**config.mk**
```make
export PLATFORM = sky130hd
export DESIGN_NAME = line_rasterizer
export DESIGN_NICKNAME = d
export VERILOG_FILES = /design/src/rtl/line_rasterizer.sv
export SDC_FILE = /design/constraint.sdc
export NUM_CORES = 1
export LEC_CHECK = 0
export ABC_CLOCK_PERIOD_IN_PS = 15700
export CORE_AREA = 2 2 167 169
export DETAILED_ROUTE_END_ITERATION = 10
export DIE_AREA = 0 0 169 171
export PLACE_DENSITY = 0.85
export SLEW_MARGIN = 15
export SYNTH_ARGS = -nofsm -noshare
export SYNTH_HDL_FRONTEND = slang
export SYNTH_SLANG_ARGS = --single-unit
```
**constraint.sdc**
```tcl
create_clock -name clk -period 15.7 [get_ports clk]
set_clock_uncertainty 0.1 [all_clocks]
set_input_delay 3.14 -clock clk [delete_from_list [all_inputs] [get_ports clk]]
set_output_delay 3.14 -clock clk [all_outputs]
set_load 0.01 [all_outputs]
```
**src/rtl/line_rasterizer.sv**
```systemverilog
// Bresenham line rasteriser: takes one centre-origin endpoint pair per handshake and
// emits one candidate pixel per cycle as framebuffer writes, stalling on iPixBusy.
module line_rasterizer #(
    parameter int          H_RES      = 640,
    parameter int          V_RES      = 480,
    parameter logic [11:0] RED_COLOR  = 12'hF00,
    parameter logic [11:0] BLUE_COLOR = 12'h00F,
    parameter logic [11:0] MONO_COLOR = 12'hFFF
) (
    input  logic               clk,
    input  logic               rst_n,
    input  logic               iPointValid,
    input  logic signed [15:0] iU1,
    input  logic signed [15:0] iV1,
    input  logic signed [15:0] iU2,
    input  logic signed [15:0] iV2,
    input  logic               iIsRed,
    input  logic               iMono,
    output logic               oLineDrawRead,
    output logic               oPixWe,
    output logic [9:0]         oPixX,
    output logic [8:0]         oPixY,
    output logic [11:0]        oPixColor,
    input  logic               iPixBusy,
    input  logic               iClear,
    output logic [15:0]        oLineCount,
    output logic               oIdle
);

    typedef enum logic [1:0] {S_IDLE, S_SETUP, S_DRAW} state_t;
    // Colour is kept as an index so its all-zero reset value means blue.
    typedef enum logic [1:0] {C_BLUE, C_RED, C_MONO} color_t;

    state_t             state;
    color_t             color_sel;
    logic signed [17:0] x1, y1, x2, y2, cx, cy;
    logic signed [18:0] dx, dy;
    logic signed [19:0] err;
    logic               sx_neg, sy_neg;
    logic [9:0]         last_x;
    logic [8:0]         last_y;

    logic signed [17:0] map_x1, map_y1, map_x2, map_y2;
    logic signed [18:0] diff_x, diff_y, abs_x, abs_y;
    logic signed [20:0] e2;
    logic signed [19:0] err_next;
    logic               inb, step_x, step_y, advance, at_end, done;

    assign map_x1 = 18'(iU1) + 18'(H_RES / 2);
    assign map_x2 = 18'(iU2) + 18'(H_RES / 2);
    assign map_y1 = 18'(V_RES / 2) - 18'(iV1);
    assign map_y2 = 18'(V_RES / 2) - 18'(iV2);

    assign diff_x = 19'(x2) - 19'(x1);
    assign diff_y = 19'(y2) - 19'(y1);
    assign abs_x  = (diff_x < 0) ? -diff_x : diff_x;
    assign abs_y  = (diff_y < 0) ? -diff_y : diff_y;

    assign inb      = (cx >= 0) && (cx < 18'(H_RES)) && (cy >= 0) && (cy < 18'(V_RES));
    assign e2       = $signed({err, 1'b0});
    assign step_x   = e2 >= 21'(dy);
    assign step_y   = e2 <= 21'(dx);
    // Both axis steps may fire together; err takes the sum of both deltas.
    assign err_next = err + (step_x ? 20'(dy) : 20'sd0) + (step_y ? 20'(dx) : 20'sd0);
    assign at_end   = (cx == x2) && (cy == y2);
    assign advance  = (state == S_DRAW) && (!iPixBusy || !inb);
    assign done     = advance && at_end;

    assign oLineDrawRead = (state == S_IDLE) && iPointValid;
    assign oIdle         = (state == S_IDLE);
    assign oPixWe        = (state == S_DRAW) && inb && !iPixBusy;
    assign oPixX         = (state == S_DRAW) ? cx[9:0] : last_x;
    assign oPixY         = (state == S_DRAW) ? cy[8:0] : last_y;

    // NOTE: every signal assigned in always_comb gets a default first so no latch is inferred.
    always_comb begin
        oPixColor = BLUE_COLOR;
        case (color_sel)
            C_RED:   oPixColor = RED_COLOR;
            C_MONO:  oPixColor = MONO_COLOR;
            default: oPixColor = BLUE_COLOR;
        endcase
    end

    // NOTE: sequential state uses non-blocking assignments so all registers update together.
    always_ff @(posedge clk or negedge rst_n) begin
        if (!rst_n) begin
            state      <= S_IDLE;
            color_sel  <= C_BLUE;
            x1         <= '0;
            y1         <= '0;
            x2         <= '0;
            y2         <= '0;
            cx         <= '0;
            cy         <= '0;
            dx         <= '0;
            dy         <= '0;
            err        <= '0;
            sx_neg     <= 1'b0;
            sy_neg     <= 1'b0;
            last_x     <= '0;
            last_y     <= '0;
            oLineCount <= '0;
        end else begin
            if (iClear)    oLineCount <= done ? 16'd1 : 16'd0;
            else if (done) oLineCount <= oLineCount + 16'd1;

            case (state)
                S_IDLE: begin
                    if (iPointValid) begin
                        x1        <= map_x1;
                        y1        <= map_y1;
                        x2        <= map_x2;
                        y2        <= map_y2;
                        color_sel <= iMono ? C_MONO : (iIsRed ? C_RED : C_BLUE);
                        state     <= S_SETUP;
                    end
                end
                S_SETUP: begin
                    dx     <= abs_x;
                    dy     <= -abs_y;
                    err    <= 20'(abs_x) - 20'(abs_y);
                    sx_neg <= !(x1 < x2);
                    sy_neg <= !(y1 < y2);
                    cx     <= x1;
                    cy     <= y1;
                    state  <= S_DRAW;
                end
                S_DRAW: begin
                    last_x <= cx[9:0];
                    last_y <= cy[8:0];
                    if (advance) begin
                        if (at_end) begin
                            state <= S_IDLE;
                        end else begin
                            err <= err_next;
                            if (step_x) cx <= sx_neg ? cx - 18'sd1 : cx + 18'sd1;
                            if (step_y) cy <= sy_neg ? cy - 18'sd1 : cy + 18'sd1;
                        end
                    end
                end
                default: state <= S_IDLE;
            endcase
        end
    end

endmodule

```
==> implementation parameters <==
Parameter                              Value

Floorplan
  Die extent in y ... around 170 um
  Core area ... around 0.027 mm2
  Die area ... around 0.029 mm2
  Top-level I/O count ... approximately 120
  Chip Width ... between 150 and 200 um
  Cell Rows ... 61
  Effective utilization at floorplan ... 0.647

Layout
  Commonest non-fill, non-tap cell in the layout ... nand2_1
  Area used by multi-input combinational logic ... 0.0117 mm2
  Most frequent cells in the layout ... nand2_1 (268), dfrtp_1 (203), o21ai_0 (174), nor2_1 (160), ha_1 (155)
  Fill cell count ... about 2100
  Final antenna diode count ... 0
  Number of nets in the finished design ... 2489
  Final core occ ... 0.726
  Register Area ... 0.00508 mm2
  Growth of design area from synthesis to finish ... 12.2%
  Proportion of layout cells with a drive suffix above 1 ... 0.0519

STA
  Tmin final ... 8.30 ns
  Final max-slew violation count ... 0
  Sum of negative setup slack ... 0 ns
  Fmax achieved ... between 100 and 150 MHz
  Least-Margin Pin Slew ... between 0.9 and 1 ns
  Final clock period utilization by the worst path ... 0.529
  Hold Fails Final Rpt ... 0
  Setup repair after global routing missed its margin ... no
  # setup viols final ... 0
  Worst setup margin ... 7.40 ns
  Relative slew slack ... 0.332

Drt
  Uppermost layer routed ... met4
  Total met3 wirelength after detailed routing ... 2910 um
  Met2 layer wire length in the routed design ... 22600 um
  Routed WL per cell ... about 19 um
  Router iterations before antenna repair ... 5
  Number of antenna-violating nets in the routed design ... 0
  Total Wirelength ... 48400 um
  Met1 layer wirelength in the final routing ... 20500 um
  Initial detailed-routing violation count ... 1448
  Total via count after detailed routing ... between 15000 and 20000
  Via density ... 6.26
  Number of DRC violations after detailed routing ... 0

Synth
  Share of synthesized area spent on multiplexers ... 0.0193
  Seq cells post-synth ... 203
  Adder-cell share of the synthesized area ... 0.138
  Warnings from Yosys ... 0
  Seq/Total Area, Yosys ... 0.287
  Mapped Cells ... 2165
  Main combinational cell family by area after synthesis ... simple AND/OR/NAND/NOR gates
  Cell variety after synth ... 87
  Syn Nets ... 2416
  Number of enable flip-flop cells after synthesis ... 0
  XOR/XNOR share of the synthesized area ... 0.0971
  Post-synthesis share of cell area spent on and, or, nand and nor gates ... 0.202
  Commonest register cell after synthesis ... dfrtp_1
  Post-synthesis instance area ... roughly 0.018 mm2
  Share of synthesized flip-flops with an asynchronous set or reset ... 1.00
  Synthesized area per cell ... 8.17 um2
  Synthesized-area fraction occupied by ao, oa, aoi and oai cells ... 0.202

Worst hold path
  Hold WC Path Type ... flip-flop to flip-flop
  Hold_sp ... last_x[4]

CTS
  Clock sink count ... between 200 and 250
  Number of buffers added by the clock tree synthesis step ... 24
  CTS Buffer Depth ... 3
  Total setup buffers inserted after CTS ... 0
  Number of hold buffers added after CTS ... 0
  Cts repair resizes ... 0
  Clock-pin slew on the worst setup and hold paths ... 0.06 ns
  CTS tree ... done
  H-tree depth reported by CTS ... 1
  Library cell used as clock root buffer ... clkbuf_16
  Clock latency reported for the late side of the worst-skew pair ... 0.52 ns

Placed design
  Sum of net half-perimeters after detailed placement ... around 37000 um
  Number of port buffers ... 120
  Dpl ws ... 7.47 ns
  RD Place Congestion ... 1.01

Outcome
  Result of the run ... finished, final reports clean

Global routing
  Combined global-route utilization of all metal layers ... 0.334
  Maximum number of pins on one net before global-route repair ... 91
  Initial antenna violation count ... 0
  First-pass GRT wire length ... 78800 um
  Total congestion overflow after global routing ... 0
  Number of global-route vias before repair ... 15900

Flow run
  Max Cap Viol ... 0

Power
  PwrDens ... 67.7 mW/mm2
  Leakage power total ... 8.97 nW
  Peak VDD IR ... 0.0903 mV

Critical path
  CP startpoint ... iPixBusy
  Reg-to-Reg Start ... dx[2]
  Required time worst endpoint ... ~12 ns
  Worst Path Class, Setup ... primary input to output port
  Arr. time, crit path ... about 5.1 ns
  Sort of element at the start of the critical path ... primary input
  Highest fanout seen on the critical path ... 3
  Type of element capturing the critical path ... output port
[critical path, stage by stage]
cell and delay, ns:
clkdlybuf4s50_1 0.53, nor4_1 0.72, clkdlybuf4s50_1 0.67
[power by group]
part	internal [mW]	switching (mW)	total [mW]
registers	0.549	0.0241	0.573
logic	0.0957	0.122	0.218
clock network	0.327	0.226	0.553
[layer usage]
| layer | up-vias | track usage |
|---|---|---|
| li1 | 7773 | - |
| met1 | 7792 | 0.433 |
| met2 | 574 | 0.563 |
| met3 | 131 | 0.0398 |
| met4 | 0 | 0.156 |
| met5 | - | 0 |
[cells in the mapped netlist (5+ instances only)]
cell type | number | area [um2]
nand2_1 | 269 | 1010
dfrtp_1 | 203 | 5080
o21ai_0 | 174 | 871
nor2_1 | 160 | 601
ha_1 | 155 | 1940
inv_1 | 153 | 574
a21oi_1 | 147 | 736
xor2_1 | 110 | 963
xnor2_1 | 86 | 753
clkbuf_1 | 68 | 255
nor3_1 | 48 | 240
nand3_1 | 42 | 210
and2_1 | 40 | 250
a21o_1 | 38 | 285
nor4_1 | 28 | 175
and3_1 | 25 | 156
fa_1 | 25 | 500
mux2_2 | 25 | 282
a211oi_1 | 23 | 173
a31oi_1 | 23 | 144
nand4_1 | 23 | 144
nor2b_1 | 23 | 144
o211ai_1 | 21 | 158
or3_1 | 20 | 125
o21a_1 | 19 | 143
o31ai_1 | 16 | 120
nand2b_1 | 15 | 93.8
or2_2 | 15 | 93.8
buf_4 | 9 | 67.6
or4_1 | 8 | 60.1
a2111oi_0 | 7 | 61.3
a211o_1 | 7 | 61.3
a41oi_1 | 7 | 61.3
o21bai_1 | 7 | 52.6
o31a_1 | 7 | 61.3
and4_1 | 6 | 52.6
mux2i_1 | 6 | 60.1
a311oi_1 | 5 | 43.8
a31o_2 | 5 | 43.8
buf_2 | 5 | 25.0
nand3b_1 | 5 | 37.5
o2111ai_1 | 5 | 43.8
[path summary, 6_finish.rpt]
| check | end | slack [ns] | cells after the start |
|---|---|---|---|
| setup reg to reg | err[18] | 9.31 | 22 |
| hold / removal | last_x[4] | 0.37 | 2 |
| min in group asynchronous | oLineCount[7] | 2.50 | 1 |
| setup / recovery | oPixWe | 7.40 | 3 |
| hold reg to reg | last_x[4] | 0.37 | 2 |
| max in group asynchronous | cy[6] | 11.63 | 2 |
[kinds of logic (layout without fill, tap and decap cells)]
kind of cell	count (synthesis)	in the layout
AOI/OAI and AO/OA	568	568
adders and majority gates	180	180
DFF	203	203
xor gates and xnor gates	196	196
muxes	31	31
and+or+nand+nor	745	745
buffers and inverters	240	330
other	2	2
[flip-flops by register name, summed over array words and instances, names as in the netlist, 17 cells and up]
register  flops
x2           17
dx           19
y1           17
err          20
x1           17
dy           19
cx           18
y2           17
cy           18
[cell type report]
| type | instances | area share |
|---|---|---|
| multi-input combinational | 1722 | 0.588 |
| sequential | 203 | 0.256 |
| timing repair buffer | 132 | 0.0653 |
| tap | 346 | 0.0218 |
| clock inverter | 8 | 0.00385 |
| inverter | 155 | 0.0293 |
| clock buffer | 35 | 0.0354 |
[per-stage QoR]
| stage | total power [mW] | instances | area (um2) | hold WS, ns |
|---|---|---|---|---|
| 2_1_floorplan | 0.694 | 2165 | 17700 | 0.350 |
| 5_1_grt | 1.39 | 2601 | 19800 | 0.384 |
| 4_1_cts | 1.35 | 2601 | 19800 | 0.371 |
| 3_5_place_dp | 0.797 | 2558 | 19100 | 0.357 |
| 3_3_place_gp | 0.789 | 2558 | 19100 | 0.355 |
| 6_report | 1.34 | 2601 | 19800 | 0.372 |
No activity file was read; power rests on OpenSTA's default activity.
